===== config.mk =====
export PLATFORM = sky130hd
export DESIGN_NAME = reservation_station_flat
export DESIGN_NICKNAME = d
export VERILOG_FILES = /design/src/rtl/reservation_station_if.sv /design/src/rtl/reservation_station.sv /design/src/flat_wrapper.sv
export SDC_FILE = /design/constraint.sdc
export NUM_CORES = 1
export LEC_CHECK = 0
export BUFFER_PORTS_ARGS = -buffer_cell sky130_fd_sc_hd__clkbuf_2
export CORE_MARGIN = 8
export CORE_UTILIZATION = 45
export CTS_BUF_LIST = sky130_fd_sc_hd__clkbuf_8
export CTS_CLUSTER_DIAMETER = 80
export DETAILED_ROUTE_END_ITERATION = 16
export PLACE_DENSITY = 0.66
export SLEW_MARGIN = 20
export SYNTH_ARGS = -nofsm -noshare
export SYNTH_HDL_FRONTEND = slang
export SYNTH_SLANG_ARGS = --single-unit

===== constraint.sdc =====
create_clock -name clock -period 13.6 [get_ports clock]
set_input_delay 0.68 -clock clock [delete_from_list [all_inputs] [get_ports clock]]
set_output_delay 0.68 -clock clock [all_outputs]
set_load 0.1 [all_outputs]

===== src/rtl/reservation_station_if.sv =====
// Reservation station bundle: issue-stage allocation, CDB broadcast and FU issue handshake.
// Shared type macros are guarded so every file of the bundle can define them identically.
`ifndef XLEN
`define XLEN 32
`endif
`ifndef ROB_TAG_LEN
`define ROB_TAG_LEN 5
`endif
`ifndef FU_W
`define FU_W 3
`endif
`ifndef FU_ALU
`define FU_ALU 3'b001
`endif
`ifndef ID_EX_PACKET
`define ID_EX_PACKET struct packed { \
    logic [6:0]       opcode;    \
    logic [4:0]       dest_reg;  \
    logic [3:0]       alu_func;  \
    logic [`XLEN-1:0] rs1_value; \
    logic [`XLEN-1:0] rs2_value; \
}
`endif

interface reservation_station_if;
    typedef `ID_EX_PACKET id_ex_packet_t;

    logic [`FU_W-1:0]        rs_enable;
    logic                    alloc_valid;
    id_ex_packet_t           id_packet_in;
    logic [`ROB_TAG_LEN-1:0] rs1_tag;
    logic [`ROB_TAG_LEN-1:0] rs2_tag;
    logic [`ROB_TAG_LEN-1:0] dest_tag;
    logic                    cdb_valid;
    logic [`ROB_TAG_LEN-1:0] cdb_tag;
    logic [`XLEN-1:0]        cdb_value;
    logic                    squash;
    logic                    fu_ready;
    logic                    full;
    logic                    issue_valid;
    id_ex_packet_t           issue_packet;
    logic [`ROB_TAG_LEN-1:0] issue_dest_tag;

    modport master (
        output rs_enable, alloc_valid, id_packet_in, rs1_tag, rs2_tag, dest_tag,
        output cdb_valid, cdb_tag, cdb_value, squash, fu_ready,
        input  full, issue_valid, issue_packet, issue_dest_tag
    );

    modport slave (
        input  rs_enable, alloc_valid, id_packet_in, rs1_tag, rs2_tag, dest_tag,
        input  cdb_valid, cdb_tag, cdb_value, squash, fu_ready,
        output full, issue_valid, issue_packet, issue_dest_tag
    );
endinterface


===== src/rtl/reservation_station.sv =====
// Reservation station: holds instructions until both operands arrive from the CDB, then issues.
// Define RS_OLDEST_FIRST_EN for oldest-ready selection; default picks the lowest-index ready entry.
`ifndef XLEN
`define XLEN 32
`endif
`ifndef ROB_TAG_LEN
`define ROB_TAG_LEN 5
`endif
`ifndef FU_W
`define FU_W 3
`endif
`ifndef FU_ALU
`define FU_ALU 3'b001
`endif
`ifndef ID_EX_PACKET
`define ID_EX_PACKET struct packed { \
    logic [6:0]       opcode;    \
    logic [4:0]       dest_reg;  \
    logic [3:0]       alu_func;  \
    logic [`XLEN-1:0] rs1_value; \
    logic [`XLEN-1:0] rs2_value; \
}
`endif

module reservation_station #(
    parameter int unsigned      RS_SIZE = 4,
    parameter logic [`FU_W-1:0] FU_ID   = `FU_ALU
) (
    input logic                  clock,
    input logic                  reset,
    reservation_station_if.slave bus
);
    localparam int unsigned IdxW = $clog2(RS_SIZE);
    localparam int unsigned TagW = `ROB_TAG_LEN;

    typedef `ID_EX_PACKET pkt_t;

    // Operand values live in the stored packet's rs1_value/rs2_value fields.
    logic [RS_SIZE-1:0] valid_q, valid_d;
    pkt_t               pkt_q  [RS_SIZE];
    pkt_t               pkt_d  [RS_SIZE];
    logic [TagW-1:0]    dest_q [RS_SIZE];
    logic [TagW-1:0]    dest_d [RS_SIZE];
    logic [TagW-1:0]    t1_q   [RS_SIZE];
    logic [TagW-1:0]    t1_d   [RS_SIZE];
    logic [TagW-1:0]    t2_q   [RS_SIZE];
    logic [TagW-1:0]    t2_d   [RS_SIZE];
`ifdef RS_OLDEST_FIRST_EN
    logic [2:0]         age_q  [RS_SIZE];
    logic [2:0]         age_d  [RS_SIZE];
    logic [2:0]         best_age;
`endif

    logic [RS_SIZE-1:0] ready;
    logic               sel_found;
    logic [IdxW-1:0]    sel_idx;
    logic [IdxW-1:0]    free_idx;
    logic               full;
    logic               cdb_live;
    logic               alloc_en;
    logic               issue_fire;

    assign full       = &valid_q;
    assign cdb_live   = bus.cdb_valid && (bus.cdb_tag != '0);
    assign alloc_en   = bus.alloc_valid && (bus.rs_enable == FU_ID) && !full && !bus.squash;
    assign sel_found  = |ready;
    assign issue_fire = sel_found && bus.fu_ready;

    always_comb begin
        for (int i = 0; i < RS_SIZE; i++) begin
            ready[i] = valid_q[i] && (t1_q[i] == '0) && (t2_q[i] == '0);
        end
    end

    // Scanning downward lets the last hit win, giving lowest-index priority.
    always_comb begin
        free_idx = '0;
        for (int i = RS_SIZE - 1; i >= 0; i--) begin
            if (!valid_q[i]) free_idx = IdxW'(i);
        end
    end

    always_comb begin
        sel_idx = '0;
`ifdef RS_OLDEST_FIRST_EN
        best_age = '0;
        for (int i = RS_SIZE - 1; i >= 0; i--) begin
            if (ready[i] && (age_q[i] >= best_age)) begin
                sel_idx  = IdxW'(i);
                best_age = age_q[i];
            end
        end
`else
        for (int i = RS_SIZE - 1; i >= 0; i--) begin
            if (ready[i]) sel_idx = IdxW'(i);
        end
`endif
    end

    always_comb begin
        bus.issue_packet   = '0;
        bus.issue_dest_tag = '0;
        if (sel_found) begin
            bus.issue_packet   = pkt_q[sel_idx];
            bus.issue_dest_tag = dest_q[sel_idx];
        end
    end

    assign bus.issue_valid = sel_found;
    assign bus.full        = full;

    always_comb begin
        valid_d = valid_q;
        pkt_d   = pkt_q;
        dest_d  = dest_q;
        t1_d    = t1_q;
        t2_d    = t2_q;
`ifdef RS_OLDEST_FIRST_EN
        age_d   = age_q;
`endif
        for (int i = 0; i < RS_SIZE; i++) begin
            if (valid_q[i] && cdb_live) begin
                if (t1_q[i] == bus.cdb_tag) begin
                    t1_d[i]           = '0;
                    pkt_d[i].rs1_value = bus.cdb_value;
                end
                if (t2_q[i] == bus.cdb_tag) begin
                    t2_d[i]           = '0;
                    pkt_d[i].rs2_value = bus.cdb_value;
                end
            end
`ifdef RS_OLDEST_FIRST_EN
            if (valid_q[i] && (age_q[i] != 3'd7)) age_d[i] = age_q[i] + 3'd1;
`endif
        end

        if (issue_fire) valid_d[sel_idx] = 1'b0;

        // A free slot is never the selected one, so allocation cannot collide with issue.
        if (alloc_en) begin
            valid_d[free_idx] = 1'b1;
            pkt_d[free_idx]   = bus.id_packet_in;
            dest_d[free_idx]  = bus.dest_tag;
            t1_d[free_idx]    = bus.rs1_tag;
            t2_d[free_idx]    = bus.rs2_tag;
`ifdef RS_OLDEST_FIRST_EN
            age_d[free_idx]   = '0;
`endif
            if (cdb_live && (bus.rs1_tag == bus.cdb_tag)) begin
                t1_d[free_idx]           = '0;
                pkt_d[free_idx].rs1_value = bus.cdb_value;
            end
            if (cdb_live && (bus.rs2_tag == bus.cdb_tag)) begin
                t2_d[free_idx]           = '0;
                pkt_d[free_idx].rs2_value = bus.cdb_value;
            end
        end

        if (bus.squash) valid_d = '0;
    end

    always_ff @(posedge clock or posedge reset) begin
        if (reset) begin
            valid_q <= '0;
            for (int i = 0; i < RS_SIZE; i++) begin
                pkt_q[i]  <= '0;
                dest_q[i] <= '0;
                t1_q[i]   <= '0;
                t2_q[i]   <= '0;
`ifdef RS_OLDEST_FIRST_EN
                age_q[i]  <= '0;
`endif
            end
        end else begin
            valid_q <= valid_d;
            pkt_q   <= pkt_d;
            dest_q  <= dest_d;
            t1_q    <= t1_d;
            t2_q    <= t2_d;
`ifdef RS_OLDEST_FIRST_EN
            age_q   <= age_d;
`endif
        end
    end
endmodule


===== src/flat_wrapper.sv =====
// flat-port wrapper written by rule: the top's interface ports become plain ports
module reservation_station_flat 
#(
    parameter int unsigned      RS_SIZE = 4,
    parameter logic [`FU_W-1:0] FU_ID   = `FU_ALU
)
  (clock, reset, bus_rs_enable, bus_alloc_valid, bus_id_packet_in, bus_rs1_tag, bus_rs2_tag, bus_dest_tag, bus_cdb_valid, bus_cdb_tag, bus_cdb_value, bus_squash, bus_fu_ready, bus_full, bus_issue_valid, bus_issue_packet, bus_issue_dest_tag);
  reservation_station_if bus_i ();
  input logic clock;
  input logic reset;
  input wire logic [$bits(bus_i.rs_enable)-1:0] bus_rs_enable;
  input wire logic [$bits(bus_i.alloc_valid)-1:0] bus_alloc_valid;
  input wire logic [$bits(bus_i.id_packet_in)-1:0] bus_id_packet_in;
  input wire logic [$bits(bus_i.rs1_tag)-1:0] bus_rs1_tag;
  input wire logic [$bits(bus_i.rs2_tag)-1:0] bus_rs2_tag;
  input wire logic [$bits(bus_i.dest_tag)-1:0] bus_dest_tag;
  input wire logic [$bits(bus_i.cdb_valid)-1:0] bus_cdb_valid;
  input wire logic [$bits(bus_i.cdb_tag)-1:0] bus_cdb_tag;
  input wire logic [$bits(bus_i.cdb_value)-1:0] bus_cdb_value;
  input wire logic [$bits(bus_i.squash)-1:0] bus_squash;
  input wire logic [$bits(bus_i.fu_ready)-1:0] bus_fu_ready;
  output wire logic [$bits(bus_i.full)-1:0] bus_full;
  output wire logic [$bits(bus_i.issue_valid)-1:0] bus_issue_valid;
  output wire logic [$bits(bus_i.issue_packet)-1:0] bus_issue_packet;
  output wire logic [$bits(bus_i.issue_dest_tag)-1:0] bus_issue_dest_tag;
  assign bus_i.rs_enable = bus_rs_enable;
  assign bus_i.alloc_valid = bus_alloc_valid;
  assign bus_i.id_packet_in = bus_id_packet_in;
  assign bus_i.rs1_tag = bus_rs1_tag;
  assign bus_i.rs2_tag = bus_rs2_tag;
  assign bus_i.dest_tag = bus_dest_tag;
  assign bus_i.cdb_valid = bus_cdb_valid;
  assign bus_i.cdb_tag = bus_cdb_tag;
  assign bus_i.cdb_value = bus_cdb_value;
  assign bus_i.squash = bus_squash;
  assign bus_i.fu_ready = bus_fu_ready;
  assign bus_full = bus_i.full;
  assign bus_issue_valid = bus_i.issue_valid;
  assign bus_issue_packet = bus_i.issue_packet;
  assign bus_issue_dest_tag = bus_i.issue_dest_tag;
  reservation_station #(.RS_SIZE(RS_SIZE), .FU_ID(FU_ID)) u_core (.clock(clock), .reset(reset), .bus(bus_i));
endmodule

==> impl_metrics.toml <==
[drt]
ant_nets = 0
drc = 0
wl_met2_mm = 33.0
num_vias = 17781
wl_met1_mm = 29.8
drtPass1Iterations = 6
wl_mm = 71.8
route.met3.wl_mm = 6.86
viasPerCell = 6.51
routedWlPerCell_um = 26.3
drtIter0Drc = 2199
highest_layer = "met5"

[sta]
slew_viol_final = 0
max_freq_mhz = 197
post-route-min-period_ns = 5.07
fin_ws_ns = 8.53
skew_ns = 0.0301
rsz0062_at_grt = "false"
setup_violations = 0
fin_crit_sh_pct = 37.3
tightestPinTransition_ns = 1.12
tns_ns = 0
slew_headroom_pct = 25.4
finalHoldViolCount = 0

[power_and_ir_drop]
total_power_mw = 2.63
power.density_nw_per_um2 = 117
vdd_drop_max_mv = 0.0702
leakagePower_nw = 10.2

[cts]
clk_path_buf_depth = 3
postCtsHoldBufs = 0
cts_tree = "yes"
clock-sinks = 384
clk_pin_slew_worst_paths_ns = 0.06
post_cts_resized = 0
numCtsBuffers = 71
h-tree-depth = 3
clkLatencyLatePin_ns = 0.65
cts_setup_buffers = 0
clockRootBuffer = "clkbuf_8"

[setup_path]
rrSetupSlack_ns = 10.29
rr_endpoint = "u_core.valid_q[2]"
crit_type = "reg -> out"
worstPathMaxFanout = 70
crit_chain = "nor4b_1 -> and3_4 -> nand2b_4 -> buf_4 -> a21oi_1 -> a221o_1 -> clkbuf_2"
worstReg2RegStart = "u_core.valid_q[0]"
crit_path_end_kind = "output pin"
cp_slowest_cell = "buf_4"
crit_path_max_incr_delay_ns = 0.85
required_ns = 12.92
arrival_ns = 4.39
rr_worst_depth = 6
startpoint_type = "register"

[logic_synthesis]
synth_top_area_share_pct = 48.8
avgSynthCellArea_um2 = 9.90
synth_edf_count = 0
syn_inst = 1989
synth_cell_type_count = 43
ys.flop_type = "dfrtp_1"
synth.ff_latch_count = 384
ys_top_cells_by_area = "dfrtp_1, o221a_2, nand2_1"
yosysTopAreaCell = "dfrtp_1"
synthesis.nets = 2130
seq_area_frac_synth_pct = 48.8
ys_async_sr_fraction_pct = 100
syn_area_um2 = 19700
ys_warn_count = 0

[grt]
grt_pass1_vias = 18137
grt_max_degree = 110
grt_pass1_wl_mm = 109
grt_overflow_total = 0
antenna_found_initial = 5
grtUsageTotal_pct = 27.7

[floorplanning]
start_util_pct = 45.6
boundaryPins = 228
core-area_um2 = 43200
dieArea_um2 = 50700
die_w_um = 225
rows = 76
die_h_um = 225

[placement]
dpl.hpwl_mm = 40.8
dp_slack_ns = 9.28
gp_congestion = 0.847
io_buffers = 227

[job]
cap_violations = 0

[final_layout]
nFillCells = 4016
nets = 2233
synthToLayoutAreaGrowth_pct = 13.9
drive_gt1_share_pct = 30.5
multiInputGateArea_um2 = 9210
seqCellArea_um2 = 9610

[min_path]
hp-class = "in -> async"

[status]
status = "finished clean"
==> worst max-delay path by stage <==
stage,from,endpoint,slack (ns),cells after the start
after floorplan,reset,u_core.dest_q[0],2.25,1
after global placement,u_core.valid_q[0],bus_issue_packet[55],9.37,7
after detailed placement,u_core.valid_q[0],bus_issue_packet[77],9.28,7
after CTS,u_core.valid_q[0],bus_issue_packet[77],8.55,7
after global routing,u_core.valid_q[0],bus_issue_packet[55],8.40,7
final,u_core.valid_q[0],bus_issue_packet[55],8.53,7
==> Yosys cell counts (3+ instances only) <==
master    number
a221o_1       85
a21oi_1       89
xor2_1        37
nand2_1      404
and3_1         3
o22ai_1       25
nand3_1      104
clkbuf_2       6
buf_4         14
clkbuf_1     134
xnor2_1       13
or2_1          3
nand4_1        4
nor3_1         5
nor4b_1        4
nor4_4         5
o221a_2      253
buf_2         41
buf_1         38
or4_1          7
nor4_1         9
dfrtp_1      384
nor2_1        39
o21ai_0       15
o221a_1        3
buf_6          3
nand2b_1      13
or3_1        228
==> final cells by class <==
class / count / share of cell area [%]
diodes: 4 / 0.0446
clock buffers: 87 / 5.34
clock inverters: 37 / 0.988
inverters: 2 / 0.0670
multi-input cells: 1367 / 41.1
flip-flops and latches: 384 / 42.8
well taps: 585 / 3.26
repair buffers: 266 / 6.37
==> through the flow <==
step           utilization, %  instances  area (um2)  hold slack, ns
3_3_place_gp             48.6       2604       21000           0.457
4_1_cts                  51.9       2728       22400           0.179
2_1_floorplan               -       1989       19700           0.445
6_report                 51.9       2732       22400           0.145
3_5_place_dp             48.6       2604       21000           0.462
5_1_grt                  51.9       2731       22400           0.186
==> cells by family after synthesis <==
kind of cell | count (synthesis) | synth area share, %
AO/OA/AOI/OAI | 480 | 22.8
buffers and inverters | 238 | 5.22
AND/OR/NAND/NOR | 837 | 20.9
flip-flops | 384 | 48.8
XOR/XNOR | 50 | 2.22
==> flip-flops by register name, summed over array words and instances, names as in the netlist <==
name,cells
u_core.pkt_q,320
u_core.dest_q,20
u_core.t1_q,20
u_core.t2_q,20
u_core.valid_q,4
==> cells in the final DEF, fill, tap and decap left out, types with 7 or more instances in the layout <==
cell type  instances
o22ai_1           25
o21ai_0           15
a21oi_1           87
nor2_1            37
clkinv_2           8
or3_1            226
o221a_2          253
or4_1              7
buf_4             39
nand2_1          404
inv_1             23
clkbuf_8          87
clkbuf_2         227
dfrtp_1          384
xnor2_1           13
nand2b_1          12
xor2_1            37
nor4_1             7
nand3_1          103
a221o_1           85
==> worst max-delay path, delay by kind of cell, from the launching register on <==
family / cells / cell delay [ns]
buffers and inverters: 2 / 1.23
DFF: 1 / 0.48
AOI/OAI and AO/OA: 2 / 0.47
and+or+nand+nor: 3 / 1.50
==> routing by layer <==
metal,vias to the layer above,track usage (%)
met5,-,0
met4,2,10.3
met3,155,6.61
met2,998,42.9
met1,8998,37.5
li1,7628,-
==> power breakdown <==
part | leakage (nW) | switching [mW] | internal, mW
Clock | 0.807 | 0.510 | 0.615
Combinational | 4.28 | 0.117 | 0.101
Sequential | 5.13 | 0.0566 | 1.23
Total | 10.2 | 0.683 | 1.95
No activity file was read; power rests on OpenSTA's default activity.
